`config.mk`:
```
export PLATFORM = sky130hd
export DESIGN_NAME = id_inst_queue
export DESIGN_NICKNAME = d
export VERILOG_FILES = /design/src/rtl/id_inst_queue_pkg.sv /design/src/rtl/id_inst_queue_ram.sv /design/src/rtl/id_inst_queue.sv
export SDC_FILE = /design/constraint.sdc
export NUM_CORES = 1
export LEC_CHECK = 0
export BUFFER_PORTS_ARGS = -buffer_cell sky130_fd_sc_hd__buf_2
export CORE_UTILIZATION = 50
export DETAILED_ROUTE_END_ITERATION = 8
export PLACE_DENSITY = 0.73
export RECOVER_POWER = 25
export SYNTH_ARGS = -nofsm -noshare
export SYNTH_HDL_FRONTEND = slang
export SYNTH_SLANG_ARGS = --single-unit
```
`constraint.sdc`:
```
create_clock -name clk -period 11.2 [get_ports clk]
set_input_delay 2.24 -clock clk [delete_from_list [all_inputs] [get_ports clk]]
set_output_delay 2.24 -clock clk [all_outputs]
set_load 0.01 [all_outputs]
```
`src/rtl/id_inst_queue_pkg.sv`:
```
// Shared constants and entry layout for the IF->ID instruction queue.
// Entry packs {pc, inst}; IDQ_ENTRY_WD matches the IF-to-ID bus width.
package id_inst_queue_pkg;

  localparam int IDQ_DEPTH    = 4;
  localparam int IDQ_PC_W     = 32;
  localparam int IDQ_INST_W   = 32;
  localparam int IDQ_ENTRY_WD = IDQ_PC_W + IDQ_INST_W;

  typedef struct packed {
    logic [IDQ_PC_W-1:0]   pc;
    logic [IDQ_INST_W-1:0] inst;
  } idq_entry_t;

endpackage

```
`src/rtl/id_inst_queue_ram.sv`:
```
// Queue storage: DEPTH x W register array, one write port, async read port.
// Latency: write visible on read port the cycle after; no backpressure (control lives in the parent).
module idq_ram
  import id_inst_queue_pkg::*;
#(
  parameter  int DEPTH = IDQ_DEPTH,
  parameter  int W     = IDQ_ENTRY_WD,
  localparam int PTR_W = $clog2(DEPTH)
) (
  input  logic             clk,
  input  logic             we_i,
  input  logic [PTR_W-1:0] waddr_i,
  input  logic [W-1:0]     wdata_i,
  input  logic [PTR_W-1:0] raddr_i,
  output logic [W-1:0]     rdata_o
);

  logic [W-1:0] mem_q [DEPTH];

  // Contents need no reset: the parent masks the read port with its occupancy count.
  always_ff @(posedge clk) begin
    if (we_i) mem_q[waddr_i] <= wdata_i;
  end

  assign rdata_o = mem_q[raddr_i];

endmodule

```
`src/rtl/id_inst_queue.sv`:
```
// IF->ID instruction queue with branch flush that can keep the delay-slot instruction.
// Latency 1 cycle (0 with IDQ_BYPASS_EN on an empty queue); in_ready drops only when full and ID stalls.
module id_inst_queue
  import id_inst_queue_pkg::*;
#(
  parameter  int DEPTH  = IDQ_DEPTH,
  parameter  int PC_W   = IDQ_PC_W,
  parameter  int INST_W = IDQ_INST_W,
  localparam int CNT_W  = $clog2(DEPTH + 1)
) (
  input  logic              clk,
  input  logic              rst,
  input  logic              in_valid,
  input  logic [PC_W-1:0]   in_pc,
  input  logic [INST_W-1:0] in_inst,
  output logic              in_ready,
  output logic              out_valid,
  output logic [PC_W-1:0]   out_pc,
  output logic [INST_W-1:0] out_inst,
  input  logic              out_ready,
  input  logic              flush,
  input  logic              keep_slot,
  output logic [CNT_W-1:0]  count
);

  localparam int PTR_W = $clog2(DEPTH);
  localparam int EW    = PC_W + INST_W;

  logic [PTR_W-1:0] head_q, head_d, tail_q, tail_d;
  logic [CNT_W-1:0] count_q, count_d, remain;
  logic [EW-1:0]    rd_ent;
  logic             full, empty, deq, enq, bypass, we;

  assign full  = (count_q == CNT_W'(DEPTH));
  assign empty = (count_q == '0);

`ifdef IDQ_BYPASS_EN
  assign bypass = empty & in_valid & out_ready & ~flush;
`else
  assign bypass = 1'b0;
`endif

  assign in_ready  = ~full | out_ready;
  assign out_valid = ~empty | bypass;
  assign deq       = ~empty & out_ready;
  assign enq       = in_valid & in_ready;
  assign remain    = count_q - CNT_W'(deq);
  assign count     = count_q;
  assign {out_pc, out_inst} = bypass ? {in_pc, in_inst} : (empty ? '0 : rd_ent);

  // Flush is judged on what remains after this cycle's dequeue (the branch itself).
  always_comb begin
    head_d  = head_q + PTR_W'(deq);
    tail_d  = tail_q;
    count_d = count_q;
    we      = 1'b0;
    if (flush) begin
      if (!keep_slot) begin
        tail_d  = head_d;
        count_d = '0;
      end else if (remain != '0) begin
        tail_d  = head_d + PTR_W'(1);
        count_d = CNT_W'(1);
      end else if (enq) begin
        we      = 1'b1;
        tail_d  = tail_q + PTR_W'(1);
        count_d = CNT_W'(1);
      end else begin
        count_d = '0;
      end
    end else begin
      we      = enq & ~bypass;
      tail_d  = tail_q + PTR_W'(we);
      count_d = count_q + CNT_W'(we) - CNT_W'(deq);
    end
  end

  always_ff @(posedge clk or posedge rst) begin
    if (rst) begin
      head_q  <= '0;
      tail_q  <= '0;
      count_q <= '0;
    end else begin
      head_q  <= head_d;
      tail_q  <= tail_d;
      count_q <= count_d;
    end
  end

  idq_ram #(
    .DEPTH (DEPTH),
    .W     (EW)
  ) u_ram (
    .clk     (clk),
    .we_i    (we),
    .waddr_i (tail_q),
    .wdata_i ({in_pc, in_inst}),
    .raddr_i (head_q),
    .rdata_o (rd_ent)
  );

endmodule
```
* Yosys cells after proc, flatten, opt, wreduce, memory -nomap -nowiden
Memory sizes are Yosys's and may differ from the RTL's.
Cells that the tools add are included.
** Storage, ports and cells
- Memories :: 1
- Output and inout bits :: 69
- Bits in registers :: 7
- Memory bits (writable) :: 256
- Input bits :: 70
** Memories
- u_ram.mem_q :: words 4, width 64, read ports 1, clocked after Yosys merged registers in 0, write ports 1, line id_inst_queue_ram.sv:18 : logic [W-1:0] mem_q [DEPTH];
** Cells by class
- $add $sub $neg :: 7
- Eq/ne operators :: 2
- Reduce and logical (&&, ||, !) cells :: 2
- Muxes and demuxes :: 15
- Bitwise gates (word level) :: 5
** Operators by type and width (count)
- 64-bit two-way mux :: 1
- 1-bit two-way mux :: 9
- 2-bit two-way mux :: 4
- 3-bit by 1-bit subtractor with 3-bit output :: 2
- 2-bit by 1-bit adder with 2-bit output :: 2
- 2-bit by 1-bit adder with 2-bit output, second input constant :: 2
- 4-bit by 2-bit != test with 1-bit output, second input constant :: 1
- 3-bit by 1-bit adder with 3-bit output :: 1
- 3-bit == test, second input constant :: 1
- 3-bit logical NOT :: 1
- 3-bit two-way mux :: 1
- 3-bit nonzero test :: 1
- 1-bit AND :: 2
- 1-bit inverter :: 2
- 1-bit OR :: 1

* Depth between registers and ports, before layout
Gate-level depths: netlist of run 1.
- Word-level depth :: 10
- Gate-level depth with buffers :: 10

* Hierarchy
Synthesis of run 1 repeated with hierarchy kept, for this count alone.
** Second synthesis, totals
- Cells, all modules :: 463
- Area, all modules :: 10302.4 um^2
** By module, submodules not included
- idq_ram :: times used 1, area an instance 9341.5 um^2, cells each 338, sequential area each 7687.4 um^2
- id_inst_queue :: times used 1, area an instance 960.9 um^2, cells each 125, sequential area each 175.2 um^2

* Least setup slack after synthesis of run 1
Ideal clock, no wire load.
- Kind :: input port to flip-flop
- From :: input port out_ready
- To :: memory u_ram.mem_q[2][0] (netlist name), enable pin
- Setup time :: 0.578 ns
- Slack :: 3.238 ns
- Data arrival time :: 7.385 ns
- Stages on the path :: 4
- Path buffers :: 0
- Cells stage by stage :: nand2b_1 -> nand3_1 -> a21o_1 -> nor3b_1
** On the way
- Word-level cells in the longest chain between the ends :: 8
- Elaborated cells between the ends (all ways) :: 11
- Classes of those cells :: add/sub: 1; mux: 6; bitwise: 3; reduce/logical: 1
** Ends and longest elaborated chain
- from (decl) :: line id_inst_queue.sv:20 : input logic out_ready,
- 1-bit AND or 1-bit OR (tied branches) :: line id_inst_queue.sv:45, id_inst_queue.sv:43
- 3-bit by 1-bit subtractor with 3-bit output or 1-bit AND (tied branches) :: line id_inst_queue.sv:47, id_inst_queue.sv:46
- 3-bit nonzero test or 1-bit two-way mux (tied branches) :: line id_inst_queue.sv:61, id_inst_queue.sv:64
- 1-bit two-way mux :: line id_inst_queue.sv:61 : end else if (remain != '0) begin
- 1-bit two-way mux :: line id_inst_queue.sv:58 : if (!keep_slot) begin
- 1-bit two-way mux * :: line id_inst_queue.sv:57 : if (flush) begin
- 1-bit two-way mux * :: line id_inst_queue_ram.sv:22 : if (we_i) mem_q[waddr_i] <= wdata_i;
- 1-bit two-way mux (implied by the code) * :: line id_inst_queue_ram.sv:22
- to (decl) :: line id_inst_queue_ram.sv:18
Every way passes the cells marked *; elsewhere a longest branch is shown, timed or not.

* Worst setup path after layout of run 1
- From :: input port out_ready
- To :: output port in_ready
** On the way
- Word-level cells in the longest chain between the ends :: 1
** Ends and longest elaborated chain
- 1-bit OR :: line id_inst_queue.sv:43 : assign in_ready = ~full | out_ready;
- to (decl) :: line id_inst_queue.sv:16 : output logic in_ready,
No other way between the ends.

==> results of run 1 <==
cell families after synthesis:
kind of cell,share of synthesized area [%]
adders and majority gates,0.6821
xor gates and xnor gates,0.5116
AOI/OAI and AO/OA,0.7797
DFF,76.54
buffers and inverters,2.192
muxes,14.18
and+or+nand+nor,5.116
final timing paths:
check | end | slack, ns
worst max-delay path | in_ready | 5.90
worst min-delay path | count[0]$_DFF_PP0_ | 0.79
worst max register to register | count[2]$_DFF_PP0_ | 8.10
worst min register to register | count[0]$_DFF_PP0_ | 0.79
max in group asynchronous | head_q[1]$_DFF_PP0_ | 9.27
min in group asynchronous | count[2]$_DFF_PP0_ | 1.66
power groups by stage:
stage / clock network (mW) / registers (mW) / logic (mW)
after floorplan: 0 / 1.30 / 0.752
final: 0.773 / 1.37 / 0.942
after global routing: 0.827 / 1.39 / 1.02
after CTS: 0.792 / 1.37 / 0.966
after global placement: 0 / 1.38 / 0.946
after detailed placement: 0 / 1.39 / 0.960
flip-flops by register name, summed over array words and instances (netlist names):
signal and count:
u_ram.mem_q 256, count 3, head_q 2, tail_q 2
critical path, stage by stage:
cell and delay (ns):
sky130_fd_sc_hd__buf_2 0.12, sky130_fd_sc_hd__or4b_4 0.54, sky130_fd_sc_hd__buf_2 0.16
per-layer routing:
| metal | wire length (um) | vias up | share of wire [%] | GRT usage, % |
|---|---|---|---|---|
| li1 | - | 2192 | - | - |
| met1 | 7429 | 2519 | 42 | 22.54 |
| met2 | 8841 | 149 | 50 | 29.18 |
| met3 | 1223 | 31 | 6.9 | 4.890 |
| met4 | 328 | 0 | 1.8 | 3.895 |
| met5 | 0 | - | 0 | 0 |
Yosys cell counts, drive strengths merged:
cell type and count:
o21ai 2, nor3b 2, o21a 1, inv 6, ha 4, o22ai 2
nor3 1, and2 66, nand2 3, buf 16, a31oi 1, a21oi 2
o21bai 1, o311a 1, or4b 1, edfxtp 256, nand2b 1, or3 1
dfrtp 7, a21o 1, nor2b 1, xor2 4, mux4 64, clkbuf 7
xnor2 2, fa 1, a31o 1, nor4 1, and3 2, nand3b 1
nand3 1, nor2 4
layout make-up:
cell class / count / area, um^2
inverter: 6 / 22.52
multi-input combinational: 172 / 2206
tap: 270 / 337.8
sequential: 263 / 7870
timing repair buffer: 144 / 683.2
fill: 1531 / 8287
clock inverter: 9 / 40.04
antenna: 1 / 2.502
clock buffer: 39 / 720.7
==> metrics.sh, run 1 <==
CLK_ROOT_BUFFER_CELL='sky130_fd_sc_hd__clkbuf_16'
FIRST_ITER_VIOLATIONS=269
FINAL_CELL_COUNT_NO_FILL=904
WORST_SETUP_PATH_STARTPOINT='out_ready'
FIN_AREA_UM2=11880
CLOCKBUFFERDEPTH=3
GRT_MAX_DEGREE=68
H-TREE-DEPTH=1
LAYOUT_COMMON_CELLS='sky130_fd_sc_hd__edfxtp_1 (256), sky130_fd_sc_hd__buf_2 (96), sky130_fd_sc_hd__and2_1 (66)'
FIN_TNS_SETUP_NS=0
ARRIVAL_NS=3.06
DETAIL_ROUTE.FIRST_PASS.ITERATIONS=4
POWER.TOTAL_mW=3.082
SHARE_OF_THE_CLOCK_PERIOD_USED_BY_THE_WORST_PATH_AFTER_LAYOUT_PCT=47.30
SYNTHESIS.YOSYS.WARNINGS=0
PLACED_CELLS=855
FINALHOLDVIOLATIONS=0
FINALHOLDWORSTSLACK_NS=0.7893
PLACEMENT_ROWS=52
GRTUSAGETOTAL_PCT=17.30
MAX_CAP_VIOLATIONS=0
INITIAL_UTILIZATION_PCT=50.93
POWER.NET_SWITCHING_mW=0.9209
ROUTE.ANTENNA.REMAINING_NETS=0
SYN_AVG_CELL_AREA_UM2=22.14
DESIGN.DIE.AREA_UM2=21120
DIE_W_UM=145.3
DETAIL_ROUTE.VIAS_PER_CELL=5.410
SEQ_CELLS_POST_SYNTH=263
SYNTHESIS.NETS=539
ACHIEVABLE-FREQUENCY_MHz=188.8
TRITONCTS.NUM_BUFFERS=26
CELLPOWERDENSITY_nW_PER_UM2=259.3
PORT_BUFFERS=138
YOSYS.AREA.TOP_TYPE='sky130_fd_sc_hd__edfxtp_1'
FINAL_CRITICAL_PATH_SETUP_SLACK_NS=5.902
PATH_MAX_FANOUT=5
LAYOUT_COMMONEST_CELL='sky130_fd_sc_hd__edfxtp_1'
DIEHEIGHT_UM=145.3
SINK_COUNT=263
CTS-HOLD-FIX-BUFFERS=0
CRITPATHKIND='in -> out'
TIMING.FINAL.CRIT_PERIOD_NS=5.298
CTS_RESIZED=0
HOLD_PATH_CLASS='reg -> reg'
SWITCHING_SHARE_PCT=29.88
MEAN_ROUTED_WIRELENGTH_PER_CELL_UM=19.72
IOPINCOUNT=139
NUMBER_OF_INSTANCES_IN_THE_SYNTHESIZED_NETLIST=464
CLK_LATENCY_NS=0.51
CLOCK_PIN_TRANSITION_ON_THE_WORST_SETUP_AND_HOLD_TIMING_PATHS_NS=0.06
FINAL-SETUP-VIOL-COUNT=0
POST_SYNTH_MAIN_AREA_CONTRIBUTORS='sky130_fd_sc_hd__edfxtp_1 (75%), sky130_fd_sc_hd__mux4_2 (13%), sky130_fd_sc_hd__and2_1 (4.0%)'
HPWL_UM=10150
COMBINATIONALPOWERSHARE_PCT=30.6
POWER.STATIC_LEAKAGE_nW=4.047
DRIVE_ABOVE_1_SHARE_PCT=31.75
TRITONCTS='built'
ROUTABILITYCONGESTION=0.7579
IRDROPWORSTVDD_mV=0.1405
HOLDCRITSTARTPOINT='count[2]$_DFF_PP0_'
MAXSLEWVIOLCOUNT=0
GLOBALROUTEOVERFLOWTOTAL=0
NUM_VIAS=4891
SETUP.WORST_PATH.START_CLASS='primary input'
YS_TYPES=36
INITIAL_ANTENNA_VIOLATION_COUNT=1
ENDPOINT_KIND='output port'
UTILIZATION_PCT=58.91
OUTCOME='finished clean'
PLACEMENT.SETUP.WORST_SLACK_NS=5.902
NETS_FINAL=688
RSZ_0062_RAISED_AFTER_GLOBAL_ROUTING='no'
PWR-SHARE-CLK_PCT=25.1
TIMING_WORST_SLEW_PIN_VALUE_NS=1.204
HOLDPATHSTAGES=2
POSTCTSSETUPREPAIRBUFS=0
SLEW_HEADROOM_PCT=19.71
POST_DP_AREA_UM2=11170
R2R_CELLS=9
R2R_START='count[2]$_DFF_PP0_'
CRIT_REQUIRED_NS=8.96
NUMBER_OF_GLOBAL_ROUTE_VIAS_BEFORE_REPAIR=5200
FINAL.SETUP_SKEW_NS=0.01134
MAPPEDNETLISTAREA_UM2=10270
REMAINING_DRC_ERRORS=0
CELL_INT_POWER_mW=2.161
DRT-TOTAL-WL_UM=17820
FP.COREAREA_UM2=20170
POWER.SHARE.SEQUENTIAL_PCT=44.4
YS_SEQ_AREA_SHARE_PCT=76.54
SYNTH_TOP_CELL_AREA_SHARE_PCT=74.84
FLOW.AREA_GROWTH_FROM_SYNTHESIS_PCT=15.68
WIRE_LENGTH_OF_THE_FIRST_GLOBAL_ROUTING_PASS_UM=28210
(Power assumes the default switching activity.)
==> run 2, diff against run 1 <==
- clock period: 11.2 -> 5.1 ns (I/O delays scaled with it)
==> run 2 against run 1 <==
Compared with the run above:
- via count shrank 0.90%
- worst setup slack worse by 4.5 ns
- first-iteration DRC count decreased by 0.74%
- clock power up 130%
- critical endpoint is now out_inst[0]
- largest power group unchanged
==> metrics.sh, run 2 (synthesized netlist as in run 1, its figures left out) <==
FP.COREAREA_UM2=20170  # unchanged
NUM_VIAS=4847  # was 4891
HPWL_UM=10380  # was 10150 um
FINAL-SETUP-VIOL-COUNT=0  # unchanged
IRDROPWORSTVDD_mV=0.3069  # was 0.1405 mV
TIMING.FINAL.CRIT_PERIOD_NS=3.666
FLOW.AREA_GROWTH_FROM_SYNTHESIS_PCT=16.05  # was 15.68%
FIN_TNS_SETUP_NS=0  # unchanged
ROUTE.ANTENNA.REMAINING_NETS=0  # unchanged
SINK_COUNT=263  # unchanged
SLEW_HEADROOM_PCT=26.05  # was 19.71%
DETAIL_ROUTE.FIRST_PASS.ITERATIONS=6  # was 4
LARGEST_REGISTER_FFS=256  # unchanged
DESIGN.DIE.AREA_UM2=21120  # unchanged
INITIAL_ANTENNA_VIOLATION_COUNT=1  # unchanged
CRITPATHKIND='reg -> out'  # was in -> out
TIMING_WORST_SLEW_PIN_VALUE_NS=1.109  # was 1.204 ns
POSTCTSSETUPREPAIRBUFS=0  # unchanged
CLOCKBUFFERDEPTH=3  # unchanged
DIE_W_UM=145.3  # unchanged
GLOBALROUTEOVERFLOWTOTAL=0  # unchanged
REMAINING_DRC_ERRORS=0  # unchanged
MOST_FLOPS_REGISTER='u_ram.mem_q'  # unchanged
TRITONCTS='built'  # unchanged
ACHIEVABLE-FREQUENCY_MHz=272.8
LAYOUT_COMMON_CELLS='sky130_fd_sc_hd__edfxtp_1 (256), sky130_fd_sc_hd__buf_2 (98), sky130_fd_sc_hd__and2_1 (66)'  # was sky130_fd_sc_hd__edfxtp_1 (256), sky130_fd_sc_hd__buf_2 (96), sky130_fd_sc_hd__and2_1 (66)
GRTUSAGETOTAL_PCT=18.05  # was 17.30%
NUMBER_OF_GLOBAL_ROUTE_VIAS_BEFORE_REPAIR=5277  # was 5200
NETS_FINAL=686  # was 688
PLACEMENT.SETUP.WORST_SLACK_NS=1.903  # was 5.902 ns
CLOCK_PIN_TRANSITION_ON_THE_WORST_SETUP_AND_HOLD_TIMING_PATHS_NS=0.06  # about the same
SHARE_OF_THE_CLOCK_PERIOD_USED_BY_THE_WORST_PATH_AFTER_LAYOUT_PCT=71.89
CTS_RESIZED=0  # unchanged
DRT-TOTAL-WL_UM=18640  # was 17820 um
POWER.STATIC_LEAKAGE_nW=4.071  # was 4.047 nW
FINAL_CELL_COUNT_NO_FILL=899  # was 904
SETUP.WORST_PATH.START_CLASS='register'  # was primary input
POWER.SHARE.SEQUENTIAL_PCT=43.5  # was 44.4%
RRSETUPSLACK_NS=2.07  # was 8.10 ns
CELLPOWERDENSITY_nW_PER_UM2=576.6  # was 259.3 nW/um^2
CRIT_REQUIRED_NS=4.08  # was 8.96 ns
INITIAL_UTILIZATION_PCT=50.93  # unchanged
MEAN_ROUTED_WIRELENGTH_PER_CELL_UM=20.73  # was 19.72 um
PORT_BUFFERS=138  # unchanged
SWITCHING_SHARE_PCT=29.57  # was 29.88%
FINAL.SETUP_SKEW_NS=0.004798  # was 0.01134 ns
H-TREE-DEPTH=1  # unchanged
DRIVE_ABOVE_1_SHARE_PCT=32.70  # was 31.75%
ENDPOINT_KIND='output port'  # unchanged
LAYOUT_COMMONEST_CELL='sky130_fd_sc_hd__edfxtp_1'  # unchanged
PLACEMENT_ROWS=52  # unchanged
CELL_INT_POWER_mW=4.841  # was 2.161 mW
MAXSLEWVIOLCOUNT=0  # unchanged
FIRST_ITER_VIOLATIONS=267  # was 269
COMBINATIONALPOWERSHARE_PCT=30.3  # was 30.6%
PLACED_CELLS=853  # was 855
MAX_CAP_VIOLATIONS=0  # unchanged
GRT_MAX_DEGREE=68  # unchanged
PWR-SHARE-CLK_PCT=26.1  # was 25.1%
IOPINCOUNT=139  # unchanged
POWER.NET_SWITCHING_mW=2.032  # was 0.9209 mW
CLK_LATENCY_NS=0.51  # about the same
DIEHEIGHT_UM=145.3  # unchanged
RSZ_0062_RAISED_AFTER_GLOBAL_ROUTING='no'  # unchanged
FILL_CELLS=1521  # was 1531
ROUTABILITYCONGESTION=0.7658  # was 0.7579
FINAL_CRITICAL_PATH_SETUP_SLACK_NS=1.434  # was 5.902 ns
CTS-HOLD-FIX-BUFFERS=0  # unchanged
TRITONCTS.NUM_BUFFERS=26  # unchanged
WIRE_LENGTH_OF_THE_FIRST_GLOBAL_ROUTING_PASS_UM=29220  # was 28210 um
DETAIL_ROUTE.VIAS_PER_CELL=5.392  # was 5.410
FINALHOLDVIOLATIONS=0  # unchanged
PATH_MAX_FANOUT=38  # was 5
CLK_ROOT_BUFFER_CELL='sky130_fd_sc_hd__clkbuf_16'  # unchanged
ARRIVAL_NS=2.65  # was 3.06 ns
HOLD_PATH_CLASS='in -> async'  # was reg -> reg
OUTCOME='finished clean'  # unchanged
==> run 2: cell types whose count changed in the layout (fill, tap and decap cells not counted), sizes merged <==
| cell | previous run | this run |
|---|---|---|
| diode | 1 | 2 |
| inv | 7 | 6 |
| clkbuf | 81 | 73 |
| bufinv | 0 | 2 |
| clkinv | 8 | 9 |
==> run 2: area by class of cell <==
type / count / area (um^2) / share of cell area, %
timing repair buffer: 142 / 683.2 / 5.730
antenna: 2 / 5.005 / 0.04198
tap: 270 / 337.8 / 2.834
sequential: 263 / 7870 / 66.02
multi-input combinational: 172 / 2206 / 18.50
clock buffer: 33 / 698.2 / 5.856
clock inverter: 11 / 98.84 / 0.8291
inverter: 6 / 22.52 / 0.1889
==> run 2: power groups by stage <==
stage                     clock network (mW)  registers, mW  logic (mW)
after floorplan                            0           2.86        1.65
after global placement                     0           3.03        2.12
after detailed placement                   0           3.05        2.13
after CTS                               1.84           3.01        2.15
after global routing                    1.92           3.04        2.28
final                                   1.80           2.99        2.09
==> run 2: path summary, 6_finish.rpt <==
path,startpoint,end,cells past startpoint
min,rst,head_q[1]$_DFF_PP0_,2
max in group asynchronous,rst,head_q[0]$_DFF_PP0_,2
min in group clk,in_pc[11],u_ram.mem_q[2][43]$_DFFE_PP_,1
min reg2reg,count[2]$_DFF_PP0_,count[0]$_DFF_PP0_,2
max reg2reg,count[2]$_DFF_PP0_,count[2]$_DFF_PP0_,9
max,head_q[0]$_DFF_PP0_,out_inst[0],4
==> run 2: stage by stage <==
stage	utilization [%]	area, um^2	hold slack [ns]	total power [mW]
3_3_place_gp	55.38	11170	0.7062	5.144
2_1_floorplan	-	10270	0.4641	4.515
6_report	59.11	11920	0.4420	6.873
3_5_place_dp	55.38	11170	0.7697	5.186
4_1_cts	59.33	11970	0.4314	6.992
5_1_grt	59.08	11920	0.4570	7.234
==> run 2: worst max-delay path, stage by stage, from the launching register on <==
cell	delay, ns
sky130_fd_sc_hd__dfrtp_4	0.80
sky130_fd_sc_hd__buf_12	0.39
sky130_fd_sc_hd__mux4_1	0.60
sky130_fd_sc_hd__and2_1	0.18
sky130_fd_sc_hd__buf_2	0.14
==> run 2: routing by layer <==
layer	GRT usage, %	share of wire (%)
met2	31.25	51
met3	4.420	7.2
met1	23.23	41
met5	0	0
met4	4.053	1.5
